`src/rtl/pwm_pkg.sv`:
```
// Shared constants and FSM encoding for the RGB fade sequencer.
package pwm_pkg;

    localparam int WIDTH_DEF    = 8;
    localparam int RATE_DIV_DEF = 4;

    localparam int NUM_CH = 3;
    localparam int CH_R   = 0;
    localparam int CH_G   = 1;
    localparam int CH_B   = 2;

    typedef enum logic [1:0] {
        IDLE = 2'd0,
        RAMP = 2'd1,
        DONE = 2'd2
    } fade_state_e;

endpackage

```
`src/rtl/fade_channel.sv`:
```
// One colour channel: holds target and current level, steps one LSB
// toward target on request or loads it outright on a jump.
module fade_channel
    import pwm_pkg::*;
#(
    parameter int WIDTH = WIDTH_DEF
) (
    input  logic             clk,
    input  logic             reset_n,
    input  logic             step_en,
    input  logic             load_target,
    input  logic             jump,
    input  logic [WIDTH-1:0] target_in,
    output logic [WIDTH-1:0] level,
    output logic             at_target
);

    logic [WIDTH-1:0] target;

    assign at_target = (level == target);

    always_ff @(posedge clk or negedge reset_n) begin
        if (!reset_n) begin
            level  <= '0;
            target <= '0;
        end else begin
            if (load_target) begin
                target <= target_in;
            end
            // compare before step so the ends of the range never wrap
            if (jump) begin
                level <= target;
            end else if (step_en && !at_target) begin
                if (level < target) begin
                    level <= level + 1'b1;
                end else begin
                    level <= level - 1'b1;
                end
            end
        end
    end

endmodule

```
`src/rtl/pwm_fade_ctrl.sv`:
```
// RGB fade sequencer: accepts a target colour and ramps the three pwm
// levels toward it, changing levels only on pwm period boundaries.
module pwm_fade_ctrl
    import pwm_pkg::*;
#(
    parameter int WIDTH    = WIDTH_DEF,
    parameter int RATE_DIV = RATE_DIV_DEF
) (
    input  logic               clk,
    input  logic               reset_n,
    input  logic               cmd_valid,
    output logic               cmd_ready,
    input  logic               cmd_jump,
    input  logic [3*WIDTH-1:0] cmd_target,
    output logic [WIDTH-1:0]   level_r,
    output logic [WIDTH-1:0]   level_g,
    output logic [WIDTH-1:0]   level_b,
    output logic               period_tick,
    output logic               busy,
    output logic               done
);

    localparam logic [WIDTH-1:0] PERIOD_LAST = '1;
    localparam logic [7:0]       RATE_LAST   = 8'(RATE_DIV - 1);

    fade_state_e      state;
    logic [WIDTH-1:0] period_cnt;
    logic [7:0]       rate_cnt;
    logic             jump_q;
    logic             seen_tick;
    logic             accept;
    logic             step_en;
    logic             jump_en;
    logic             all_at;
    logic [NUM_CH-1:0] at_tgt;
    logic [WIDTH-1:0] lvl [NUM_CH];

    assign accept  = cmd_valid && cmd_ready;
    assign all_at  = &at_tgt;
    assign step_en = (state == RAMP) && period_tick && !jump_q
                     && (rate_cnt == RATE_LAST);
    assign jump_en = (state == RAMP) && period_tick && jump_q;

    // tick is registered so it is high while period_cnt (and the pwm
    // counters) sit at zero
    always_ff @(posedge clk or negedge reset_n) begin
        if (!reset_n) begin
            period_cnt  <= '0;
            period_tick <= 1'b0;
        end else begin
            period_cnt  <= period_cnt + 1'b1;
            period_tick <= (period_cnt == PERIOD_LAST);
        end
    end

    always_ff @(posedge clk or negedge reset_n) begin
        if (!reset_n) begin
            state     <= IDLE;
            rate_cnt  <= '0;
            jump_q    <= 1'b0;
            seen_tick <= 1'b0;
            cmd_ready <= 1'b1;
            busy      <= 1'b0;
            done      <= 1'b0;
        end else begin
            done <= 1'b0;
            unique case (state)
                IDLE: begin
                    if (accept) begin
                        state     <= RAMP;
                        jump_q    <= cmd_jump;
                        rate_cnt  <= '0;
                        seen_tick <= 1'b0;
                        cmd_ready <= 1'b0;
                        busy      <= 1'b1;
                    end
                end
                RAMP: begin
                    // completion is only judged once a boundary has passed
                    if (all_at && (period_tick || seen_tick)) begin
                        state <= DONE;
                        done  <= 1'b1;
                    end else if (period_tick) begin
                        seen_tick <= 1'b1;
                        if (rate_cnt == RATE_LAST) begin
                            rate_cnt <= '0;
                        end else begin
                            rate_cnt <= rate_cnt + 8'd1;
                        end
                    end
                end
                DONE: begin
                    state     <= IDLE;
                    cmd_ready <= 1'b1;
                    busy      <= 1'b0;
                end
                default: begin
                    state     <= IDLE;
                    cmd_ready <= 1'b1;
                    busy      <= 1'b0;
                end
            endcase
        end
    end

    for (genvar i = 0; i < NUM_CH; i++) begin : g_ch
        fade_channel #(
            .WIDTH(WIDTH)
        ) u_ch (
            .clk        (clk),
            .reset_n    (reset_n),
            .step_en    (step_en),
            .load_target(accept),
            .jump       (jump_en),
            .target_in  (cmd_target[(NUM_CH-1-i)*WIDTH +: WIDTH]),
            .level      (lvl[i]),
            .at_target  (at_tgt[i])
        );
    end

    assign level_r = lvl[CH_R];
    assign level_g = lvl[CH_G];
    assign level_b = lvl[CH_B];

endmodule

```
`config.mk`:
```
export PLATFORM = sky130hd
export DESIGN_NAME = pwm_fade_ctrl
export DESIGN_NICKNAME = d
export VERILOG_FILES = /design/src/rtl/pwm_pkg.sv /design/src/rtl/fade_channel.sv /design/src/rtl/pwm_fade_ctrl.sv
export SDC_FILE = /design/constraint.sdc
export NUM_CORES = 1
export LEC_CHECK = 0
export ABC_AREA = 1
export CORE_MARGIN = 5
export CORE_UTILIZATION = 50
export DETAILED_ROUTE_END_ITERATION = 12
export GPL_TIMING_DRIVEN = 0
export PLACE_DENSITY = 0.73
export SLEW_MARGIN = 20
export SYNTH_ARGS = -nofsm -noshare
export SYNTH_HDL_FRONTEND = slang
export SYNTH_HIERARCHICAL = 1
export SYNTH_SLANG_ARGS = --single-unit
```
`constraint.sdc`:
```
create_clock -name clk -period 5.6 [get_ports clk]
set_input_delay 1.68 -clock clk [delete_from_list [all_inputs] [get_ports clk]]
set_output_delay 1.68 -clock clk [all_outputs]
set_load 0.1 [all_outputs]
```
Yosys cells after proc, flatten, opt, wreduce, memory -nomap -nowiden
Index checks and enable logic that the tools add are counted.
{ "op_classes": {"bitwise_logic": 1, "muxes": 26, "eq_ne": 10, "add_sub_neg": 8, "n_lt_le_gt_ge": 3, "n_reduce_logical": 24} }
{ "ops": {"columns": ["op", "count"], "rows": [
  ["$mux W8", 13],
  ["$add A8 B1 Y8 const B", 5],
  ["$eq A8 B8 Y1", 3],
  ["$lt A8 B8 Y1", 3],
  ["$sub A8 B1 Y8 const B", 3],
  ["$pmux W8 S2", 1],
  ["$logic_and A1 B1 Y1", 9],
  ["$eq A8 B2 Y1 const B", 1],
  ["$eq A8 B8 Y1 const B", 1],
  ["$reduce_bool A2 Y1", 4],
  ["$mux W1", 6],
  ["$ne A2 B2 Y1 const B", 3],
  ["$pmux W1 S2", 3],
  ["$reduce_and A2 Y1", 3],
  ["$logic_not A1 Y1", 4],
  ["$mux W2", 2],
  ["$pmux W2 S2", 1],
  ["$reduce_and A4 Y1", 1],
  ["$reduce_and A3 Y1", 1],
  ["$eq A2 B1 Y1 const B", 1],
  ["$logic_not A2 Y1", 1],
  ["$ne A2 B1 Y1 const B", 1],
  ["$logic_or A1 B1 Y1", 1],
  ["$not A1 Y1", 1]
]} }
{ "totals": {"regBits": 72, "elab_cells": 87, "input_bits": 28, "out_inout_bits": 28} }

Logic depth before layout (Yosys ltp)
Gate-level depths: netlist (run 1).
{ "logic_depth": {"ltp_word": 7, "ltp_mapped": 18, "depth_no_buf": 18} }

Cells and area by module
Netlist (run 1), hierarchy kept.
{ "by_module_without_submodules": {"columns": ["mod", "n_inst", "cells_each", "area_each_um2", "seq_area_each_um2"], "rows": [
  ["fade_channel at g_ch[0].u_ch ...", 2, 145, 1174.9, 400.4],
  ["fade_channel at g_ch[1].u_ch", 1, 147, 1179.9, 400.4],
  ["pwm_fade_ctrl", 1, 136, 1171.1, 601.8]
]} }

Least setup slack after synthesis (run 1)
No wires, ideal clock.
{ "synth_path": {"path_type": "register to register", "startpoint": "reg period_tick", "endpoint": "reg g_ch[0].u_ch.level[6]", "slack_ns": 2.510, "setup_ns": 0.089, "n_path_buf": 0, "period_less_slack_ns": 3.090, "required_ns": 5.511, "stages_incl_launch_ff": 7, "arrival_ns": 3.001, "path_cell_list": "dfrtp_1 -> nand2_1 -> nor4_1 -> nand3_1 -> inv_2 -> nand3_1 -> o211ai_1"} }
{ "synth_via": {"elab_chain_cells": 5, "word_cells_on_any_way": 7, "classes_between": "mux (1); reduce/logical (6)"} }
{ "synth_rtl": {"columns": ["element", "line_no", "rtl"], "rows": [
  ["from (decl)", "pwm_fade_ctrl.sv:18", "output logic period_tick,"],
  ["from (signal assigned)", "pwm_fade_ctrl.sv:52", "period_tick <= (period_cnt == PERIOD_LAST);"],
  ["$logic_and A1 B1 Y1 (2 in a row)", "pwm_fade_ctrl.sv:40", "assign step_en = (state == RAMP) && period_tick && !jump_q"],
  ["$logic_and A1 B1 Y1", "pwm_fade_ctrl.sv:41", "&& (rate_cnt == RATE_LAST);"],
  ["via step_en", "pwm_fade_ctrl.sv:32", "logic step_en;"],
  ["$logic_and A1 B1 Y1", "fade_channel.sv:33", "end else if (step_en && !at_target) begin"],
  ["$reduce_bool A2 Y1 (no source line)", null, null],
  ["to (signal assigned)", "fade_channel.sv:32", "level <= target;"],
  ["to (signal assigned)", "fade_channel.sv:35", "level <= level + 1'b1;"],
  ["to (signal assigned)", "fade_channel.sv:37", "level <= level - 1'b1;"],
  ["to (decl)", "fade_channel.sv:14", "output logic [WIDTH-1:0] level,"]
]} }
The timed path passes the listed nets, and every way through them passes these cells.
A chain may end at the register's enable or synchronous reset.

Worst setup path in the final report (run 1)
{ "layout_path": {"startpoint": "reg cmd_ready", "endpoint": "out cmd_ready"} }
{ "layout_lines": {"columns": ["element", "line_no", "rtl"], "rows": [
  ["from (decl)", "pwm_fade_ctrl.sv:12", "output logic cmd_ready,"],
  ["from (signal assigned)", "pwm_fade_ctrl.sv:62", "cmd_ready <= 1'b1;"],
  ["from (signal assigned)", "pwm_fade_ctrl.sv:74", "cmd_ready <= 1'b0;"],
  ["from (signal assigned)", "pwm_fade_ctrl.sv:94", "cmd_ready <= 1'b1;"]
]} }
No word-level cell between the ends.

==> summary.txt, run 1 <==
Power and ir drop
  • Pwr Density: 180 nW/um2
  • Total power: 1.02 mW
  • Maximum vdd drop: 0.000182 V
  • Leak: between 3 and 4 nW

Route
  • Wire length per cell: 13.9 um
  • Top sig layer: met4
  • DRT Pass-1 Iters: 4
  • Vias after detailed routing: 3,996
  • Met3 wire length: 489 um
  • Detailed Route WL: 10.5 mm
  • Metal2 WL: 5.18 mm
  • Met1 wire length: 4.73 mm
  • Post-route ant nets: 0
  • DRT iter0 DRCs: about 170
  • Vias per inst: roughly 5.3
  • DRC: 0

Placed design
  • DP HPWL: 7.91 mm
  • I/O Buffers: between 50 and 60
  • Routability congestion estimate: about 0.87
  • Post-DP Area: 5430 um2
  • Place WS: 2.12 ns

Logic synthesis
  • Synth Area in Simple Gates: 26.1%
  • Sequential share of the synthesized area: 38.4%
  • Post-Synth XOR/XNOR Area: 3.54%
  • Adder-cell share of the synthesized area: roughly 14%
  • Area contributors post-synth: dfrtp_1, nand2_1, ha_1
  • Yosys reg bits: 72
  • Synth Cell Area: 4700 um2
  • Yosys cell types: 34
  • Largest area contributor in the netlist: dfrtp_1
  • Yosys warns: 6
  • Post-synth top area share: 37.8%
  • Complex-gate fraction of the synthesized area: 11.0%
  • Post-Syn Area per Cell: 8.20 um2
  • Synthesized Nets: approximately 650
  • Combinational family with the most area after synthesis: simple AND/OR/NAND/NOR gates
  • Mux contribution to synthesized area: 0%
  • Synth Instances: 573

Setup path
  • Slowest CP cell: clkdlybuf4s50_1
  • CP Data Arrival Time: 2.04 ns
  • FF-to-FF Start: g_ch[0].u_ch/level[7]
  • Startpoint types: flip-flop
  • Largest delay share family, worst path: buffers and inverters
  • Internal reg-to-reg setup slack: roughly 2.8 ns
  • CP peak stage delay: 1.14 ns
  • Worst path buffer plus inverter count: 1
  • Crit end category: output pin
  • Crit. Startpoint: cmd_ready
  • Crit Path Category: reg2out
  • Critical path cell sequence: clkdlybuf4s50_1
  • Data required, critical path: a little under 4 ns
  • CP Max Fanout: 3

Final layout
  • Final Util: 61.5%
  • ANT cells: 0
  • Finished Cell Area: about 5700 um2
  • Nets: 720
  • Most frequent cells in the layout: nand2_1, inv_1, dfrtp_1
  • Most common cell after layout, fill and taps aside: nand2_1
  • Share of cells above drive strength 1: around a tenth
  • Area Overhead vs Synth: 20.3%

CTS
  • Clk slew on worst S/H paths: about 0.080 ns
  • Clock root cell: clkbuf_8
  • CTS tree: built
  • H-tree depth: 3
  • Post-cts sizing count: 0
  • Clk_lat worst skew: 0.35 ns
  • Longest Clk Path Bufs: 2
  • Num CTS Buffers: 9
  • Post-CTS Setup Bufs: 0
  • Hold_buf cts: 0
  • # clock sinks: just over 70

STA
  • Total negative slack: 0 ns
  • Pins Over Slew Limit: 0
  • Max-slew headroom: roughly a third
  • FMAX: 0.269 GHz
  • Final setup fails: 0
  • Worst Max-Slew Pin Slew: 0.975 ns
  • Unrepaired setup endpoints after global routing: no
  • Post-route clock skew: 0.00992 ns
  • Final Worst Setup Slack: 1.88 ns
  • Crit path time final: 3.72 ns
  • Final period utilization: 66.4%
  • Final Hold Viols: 0

Global routing
  • Global Route Usage Sum: 19.5%
  • Vias in the first global route: 4,009
  • First-pass GRT wire length: 18.3 mm
  • Initial antenna violation count: 0
  • Largest net degree at the start of global routing: between 50 and 60
  • Remaining Overflow, GRT: 0

Job
  • Maxcap violations: 0

Run status
  • Status: completed

Die
  • Chip Height: 107 um
  • Die area: 11,400 um2
  • Row count: 35
  • Core Area: 9200 um2
  • Initial Utilization: about half
  • I/O Pins: 56
  • Die width: 107 um

Min path
  • Worst hold start: period_cnt[0]
  • Hold WC Path Type: reg2reg
==> cells by family after synthesis <==
logic type / after synthesis
buf+inv: 86
flops: 72
fa+ha+maj: 51
compound gates: 80
xor+xnor: 19
simple gates: 265
==> per-stage QoR <==
stage | std cells | hold WS [ns]
finish | 757 | 0.457
global route | 757 | 0.484
CTS | 757 | 0.461
detailed placement | 741 | 0.448
global placement | 739 | 0.443
floorplan | 573 | 0.427
==> cells in the mapped netlist <==
library cell  instances
a21o_1                4
a21o_2                2
a21oi_1              22
a21oi_4               3
clkbuf_1              3
dfrtp_1              71
dfstp_2               1
fa_1                  3
ha_1                 48
inv_1                76
inv_2                 7
nand2_1             163
nand2_2               8
nand2_4               1
nand3_1              42
nand3_2               1
nand3_4               1
nand3b_1              1
nand4_1               8
nand4_4               3
nor2_1               22
nor2_2                1
nor2_4                5
nor3_1                4
nor4_1                1
o211ai_1             14
o21a_1                1
o21ai_0              26
o21ai_2               4
o221ai_1              4
or2_1                 1
or2_2                 3
xnor2_1               9
xor2_1               10
==> power breakdown <==
group	switching [mW]	total, mW	leakage, nW	internal [mW]
combinational	0.0137	0.0320	2.17	0.0182
clock	0.213	0.469	0.107	0.255
sequential	0	0.519	0.800	0.519
==> metal layers <==
layer / vias up / GRT usage (%)
met4: 0 / 3.74
li1: 2016 / -
met3: 8 / 4.70
met1: 1892 / 25.4
met2: 80 / 33.4
met5: - / 0
==> final cells by class <==
| type | count | area [um2] |
|---|---|---|
| Tap cell | 111 | 139 |
| Timing Repair Buffer | 57 | 583 |
| Multi-Input combinational cell | 415 | 2580 |
| Buffer | 3 | 11.3 |
| Clock inverter | 7 | 101 |
| Clock buffer | 9 | 124 |
| Fill cell | 815 | 3540 |
| Inverter | 83 | 312 |
| Sequential cell | 72 | 1800 |
==> final timing paths <==
path,depth (start not counted),to
worst max register to register,13,g_ch[0].u_ch/level[7]
worst min register to register,1,period_cnt[0]
max in group asynchronous,2,cmd_ready
worst min-delay path,1,period_cnt[0]
worst max-delay path,1,cmd_ready
min in group asynchronous,1,period_cnt[5]
==> sequential cells by signal (all words and copies together), names as in the netlist <==
register and flops:
period_tick 1, busy 1, period_cnt 8, jump_q 1, g_ch.u_ch/level 24, cmd_ready 1
rate_cnt 8, done 1, g_ch.u_ch/target 24, state 2, seen_tick 1
No activity file was read; power rests on OpenSTA's default activity.
==> run 2, diff against run 1 <==
--- a/config.mk
+++ b/config.mk
@@ -10,7 +10,7 @@
 export CORE_UTILIZATION = 50
 export DETAILED_ROUTE_END_ITERATION = 12
 export GPL_TIMING_DRIVEN = 0
-export PLACE_DENSITY = 0.73
+export PLACE_DENSITY = 0.76
 export SLEW_MARGIN = 20
 export SYNTH_ARGS = -nofsm -noshare
 export SYNTH_HDL_FRONTEND = slang
==> constraint.sdc (replaced) <==
create_clock -name clk -period 3.4 [get_ports clk]
set_input_delay 1.02 -clock clk [delete_from_list [all_inputs] [get_ports clk]]
set_output_delay 1.02 -clock clk [all_outputs]
set_load 0.1 [all_outputs]
==> run 2 against run 1 <==
Via count decreased by 0.15%. Clock-buffer cell count grew 1. Sequential power is 65% higher. Setup slack got worse by 1.5 ns. Critical path depth stayed put. First-iteration DRC count rose by 15%. Non-clock buffer count unchanged. Combinational power grew 62%. Global-route usage about the same. Die area unchanged. Cell count unchanged. Worst hold slack gained 0.011 ns.
==> summary.txt, run 2 (synthesis gave the netlist of run 1 again) <==
Run status
  • Status: completed

Die
  • Core Area: a little over 9000 um2
  • Row count: 35
  • Chip Height: 107 um
  • Die area: 11,400 um2
  • Die width: between 100 and 150 um
  • Initial Utilization: between 50% and 60%
  • I/O Pins: 56

Placed design
  • Place WS: 0.540 ns
  • Post-DP Area: 5430 um2
  • I/O Buffers: 55
  • DP HPWL: between 7 and 8 mm
  • Routability congestion estimate: 0.897

Power and ir drop
  • Leak: 3.08 nW
  • Pwr Density: 291 nW/um2
  • Maximum vdd drop: 0.000180 V

Route
  • Vias after detailed routing: 3,990
  • DRT iter0 DRCs: about 190
  • DRC: 0
  • DRT Pass-1 Iters: 5
  • Post-route ant nets: 0
  • Wire length per cell: approximately 14 um
  • Detailed Route WL: around 10 mm
  • Vias per inst: 5.27

CTS
  • Clk_lat worst skew: 0.34 ns
  • Hold_buf cts: 0
  • CTS tree: built
  • Clock root cell: clkbuf_8
  • # clock sinks: 72
  • Post-CTS Setup Bufs: 0
  • Longest Clk Path Bufs: 2
  • Num CTS Buffers: 9
  • Post-cts sizing count: 0
  • Clk slew on worst S/H paths: 0.08 ns
  • H-tree depth: 3

Setup path
  • CP Data Arrival Time: slightly above 2 ns
  • Crit end category: output pin
  • Slowest CP cell: clkdlybuf4s50_1
  • Largest delay share family, worst path: buffers and inverters
  • Startpoint types: flip-flop
  • Worst path buffer plus inverter count: 1
  • CP Max Fanout: 3
  • Critical path cell sequence: clkdlybuf4s50_1
  • Crit Path Category: reg2out
  • CP peak stage delay: around 1.1 ns
  • Data required, critical path: 2.38 ns

STA
  • Pins Over Slew Limit: 0
  • Final Worst Setup Slack: 0.339 ns
  • FMAX: 0.327 GHz
  • Post-route clock skew: about 0.0097 ns
  • Final setup fails: 0
  • Max-slew headroom: 35.0%
  • Unrepaired setup endpoints after global routing: no
  • Final Hold Viols: 0
  • Final period utilization: between 90% and 100%
  • Worst Max-Slew Pin Slew: 0.972 ns
  • Crit path time final: 3.06 ns

Global routing
  • Largest net degree at the start of global routing: 54
  • Remaining Overflow, GRT: 0
  • Initial antenna violation count: 0
  • Global Route Usage Sum: between 10% and 20%
  • Vias in the first global route: 3,971
  • First-pass GRT wire length: 18.1 mm

Final layout
  • Most frequent cells in the layout: nand2_1, inv_1, dfrtp_1
  • Share of cells above drive strength 1: a little under a tenth
  • Finished Cell Area: 5640 um2
  • Most common cell after layout, fill and taps aside: nand2_1
  • Top Registers: g_ch.u_ch/level: 24 flops, g_ch.u_ch/target: 24 flops
  • ANT cells: 0
  • Fillers: between 700 and 800
  • Nets: approximately 700
  • Final Util: approximately 61%
  • Area Overhead vs Synth: 20.0%

Min path
  • Hold WC Path Type: reg2reg

Job
  • Maxcap violations: 0
## run 2: through the flow
stage / hold slack, ns / std cells / total power [mW] / setup TNS, ns
finish: 0.468 / 757 / 1.64 / 0
global route: 0.507 / 757 / 1.71 / 0
CTS: 0.472 / 757 / 1.67 / 0
detailed placement: 0.460 / 741 / 0.926 / 0
global placement: 0.445 / 739 / 0.923 / -82.36
floorplan: 0.427 / 573 / 0.873 / 0
## run 2: layout make-up
cell class | count | area [um2] | share of cell area [%]
repair buffers | 57 | 583 | 10.3
inverters | 83 | 312 | 5.52
well taps | 111 | 139 | 2.46
plain buffers | 3 | 11.3 | 0.200
clock buffers | 10 | 128 | 2.26
clock inverters | 6 | 83.8 | 1.49
multi-input cells | 415 | 2580 | 45.8
flip-flops and latches | 72 | 1800 | 32.0
## run 2: final timing paths
kind	startpoint	endpoint	slack [ns]	cells past startpoint
worst min-delay path	period_cnt[0]	period_cnt[0]	0.47	1
worst max register to register	g_ch[0].u_ch/level[7]	g_ch[0].u_ch/level[7]	0.60	13
worst min register to register	period_cnt[0]	period_cnt[0]	0.47	1
worst max-delay path	cmd_ready	cmd_ready	0.34	1
min in group asynchronous	reset_n	period_cnt[5]	0.55	1
max in group asynchronous	reset_n	cmd_ready	2.26	2
## run 2: layer usage
layer  routed length (um)  global-route usage, %  share of wire, %  up-vias
met1                 4730                   24.9                45     1871
met5                    0                      0                 0        -
met2                 5120                   32.8                49       87
li1                     -                      -                 -     2020
met3                  468                   4.03               4.5       12
met4                  109                   6.85               1.0        0
## run 2: power breakdown
group          total [mW]  switching, mW  internal, mW
Combinational      0.0519         0.0219        0.0300
Clock               0.732          0.321         0.411
Sequential          0.856              0         0.856
==> run 3, diff against run 2 <==
--- a/config.mk
+++ b/config.mk
@@ -6,11 +6,13 @@
 export NUM_CORES = 1
 export LEC_CHECK = 0
 export ABC_AREA = 1
+export CELL_PAD_IN_SITES_DETAIL_PLACEMENT = 0
+export CELL_PAD_IN_SITES_GLOBAL_PLACEMENT = 2
 export CORE_MARGIN = 5
-export CORE_UTILIZATION = 50
+export CORE_UTILIZATION = 30
 export DETAILED_ROUTE_END_ITERATION = 12
 export GPL_TIMING_DRIVEN = 0
-export PLACE_DENSITY = 0.76
+export PLACE_DENSITY_LB_ADDON = 0.1
 export SLEW_MARGIN = 20
 export SYNTH_ARGS = -nofsm -noshare
 export SYNTH_HDL_FRONTEND = slang
==> run 3 against run 2 <==
Clock skew decreased by 0.0038 ns. Critical path type unchanged. Die area increased by 60%. First-iteration DRC count decreased by 26%. Via count decreased by 2.3%. Sequential power about the same. Power increased by 18%. Register-to-register slack improved by 0.02 ns. Global-route usage decreased by 5.6 points. Design area increased by 4.3%. Non-clock buffer count increased by 1. Clock-buffer cell count increased by 2.
==> summary.txt, run 3 (synthesis gave the netlist of run 1 again) <==
Run status
  • Status: completed

Final layout
  • Most common cell after layout, fill and taps aside: nand2_1
  • Area Overhead vs Synth: 25.2%
  • Register area: 1800 um2
  • ANT cells: 0
  • Finished Cell Area: 5880 um2
  • Nets: 721
  • Footprint of the multi-input gates: 2580 um2
  • Final Util: 38.6%
  • Most frequent cells in the layout: nand2_1, inv_1, dfrtp_1
  • Top Registers: g_ch.u_ch/level: 24 flops, g_ch.u_ch/target: 24 flops
  • Share of cells above drive strength 1: 9.58%
  • Fillers: roughly 1,600

Min path
  • Worst hold start: seen_tick
  • Hold Path Sink: seen_tick
  • Hold path cells: 2
  • Hold WC Path Type: reg2reg

Route
  • DRT iter0 DRCs: 142
  • Detailed Route WL: 11.7 mm
  • Vias after detailed routing: a little under 4,000
  • Wire length per cell: 13.7 um
  • DRT Pass-1 Iters: 4
  • Post-route ant nets: 0
  • DRC: 0
  • Vias per inst: around 4.5

Setup path
  • Largest delay share family, worst path: buffers and inverters
  • CP peak stage delay: approximately 1.2 ns
  • Crit Path Category: reg2out
  • Data required, critical path: 2.38 ns
  • Slowest CP cell: clkdlybuf4s50_1
  • Internal reg-to-reg setup slack: 0.62 ns
  • CP Max Fanout: 6
  • Cell count of the worst reg-to-reg path: 11
  • RR Endpoint: g_ch[0].u_ch/level[5]
  • FF-to-FF Start: g_ch[0].u_ch/level[7]
  • CP Data Arrival Time: 2.01 ns
  • Worst path buffer plus inverter count: 1
  • Startpoint types: flip-flop
  • Crit end category: output pin
  • Critical path cell sequence: clkdlybuf4s50_1

Die
  • Initial Utilization: 30.8%
  • Chip Height: 135 um
  • Die width: ~140 um
  • Core Area: 15,300 um2
  • Row count: 45
  • Die area: between 15,000 and 20,000 um2
  • I/O Pins: 56

STA
  • Post-route clock skew: between 0.005 and 0.006 ns
  • Final period utilization: 89.1%
  • Final Hold Viols: 0
  • Max-slew headroom: 32.6%
  • Pins Over Slew Limit: 0
  • Unrepaired setup endpoints after global routing: no
  • Crit path time final: 3.03 ns
  • Worst Max-Slew Pin Slew: 1.01 ns
  • FMAX: 0.330 GHz
  • Final setup fails: 0

CTS
  • Longest Clk Path Bufs: 2
  • Hold_buf cts: 0
  • Clk slew on worst S/H paths: 0.06 ns
  • Num CTS Buffers: 9
  • CTS tree: built
  • # clock sinks: 72
  • Clock root cell: clkbuf_16
  • Post-CTS Setup Bufs: 0
  • Clk_lat worst skew: approximately 0.34 ns
  • H-tree depth: 3
  • Post-cts sizing count: 0

Global routing
  • Largest net degree at the start of global routing: 52
  • First-pass GRT wire length: 20.2 mm
  • Remaining Overflow, GRT: 0
  • Initial antenna violation count: 0
  • Global Route Usage Sum: between 10% and 20%
  • Vias in the first global route: 3,985

Placed design
  • I/O Buffers: 55
  • Routability congestion estimate: 0.779
  • Post-DP Area: 5570 um2
  • DP HPWL: 8.81 mm

Power and ir drop
  • Maximum vdd drop: 0.000211 V
  • Pwr Density: ~330 nW/um2
  • Leak: between 3 and 4 nW

Job
  • Maxcap violations: 0
run 3: worst max path at each step:
stage,from,end,slack [ns],cells past startpoint
after floorplan,period_tick,g_ch[0].u_ch/level[6],0.31,6
final,g_ch[0].u_ch/level[0],level_r[0],0.37,1
after global routing,g_ch[0].u_ch/level[0],level_r[0],0.30,1
after global placement,reset_n,rate_cnt[5],-1.59,1
after detailed placement,cmd_valid,g_ch[2].u_ch/target[1],0.40,5
after CTS,g_ch[0].u_ch/level[0],level_r[0],0.34,1
run 3: stage by stage:
stage          setup TNS (ns)  hold WS (ns)  power, mW  instances  setup WS (ns)
2_1_floorplan               0         0.427      0.873        573          0.310
3_3_place_gp          -113.19         0.447      0.925        839          -1.59
3_5_place_dp                0         0.453      0.928        842          0.400
4_1_cts                     0         0.468       1.97        858          0.337
5_1_grt                     0         0.494       2.00        858          0.303
6_report                    0         0.462       1.93        858          0.370
run 3: layout make-up:
cell class	count	area share (%)
repair buffers	58	10.1
inverters	83	5.30
well taps	211	4.49
flip-flops and latches	72	30.6
clock inverters	4	0.872
multi-input cells	415	43.9
plain buffers	3	0.191
clock buffers	12	4.53
run 3: metal layers:
layer,part of all wire (%),vias up,GRT usage [%]
met5,0,-,0
met4,1.2,0,3.70
met3,4.1,10,3.64
met2,46,60,22.3
met1,48,1812,18.5
li1,-,2017,-
run 3: report_power, final:
| part | total (mW) | switching [mW] | leakage, nW | internal (mW) |
|---|---|---|---|---|
| logic | 0.0538 | 0.0238 | 2.18 | 0.0300 |
| registers | 0.857 | 0 | 0.800 | 0.857 |
| clock network | 1.02 | 0.392 | 0.155 | 0.629 |
| total | 1.93 | 0.416 | 3.14 | 1.52 |
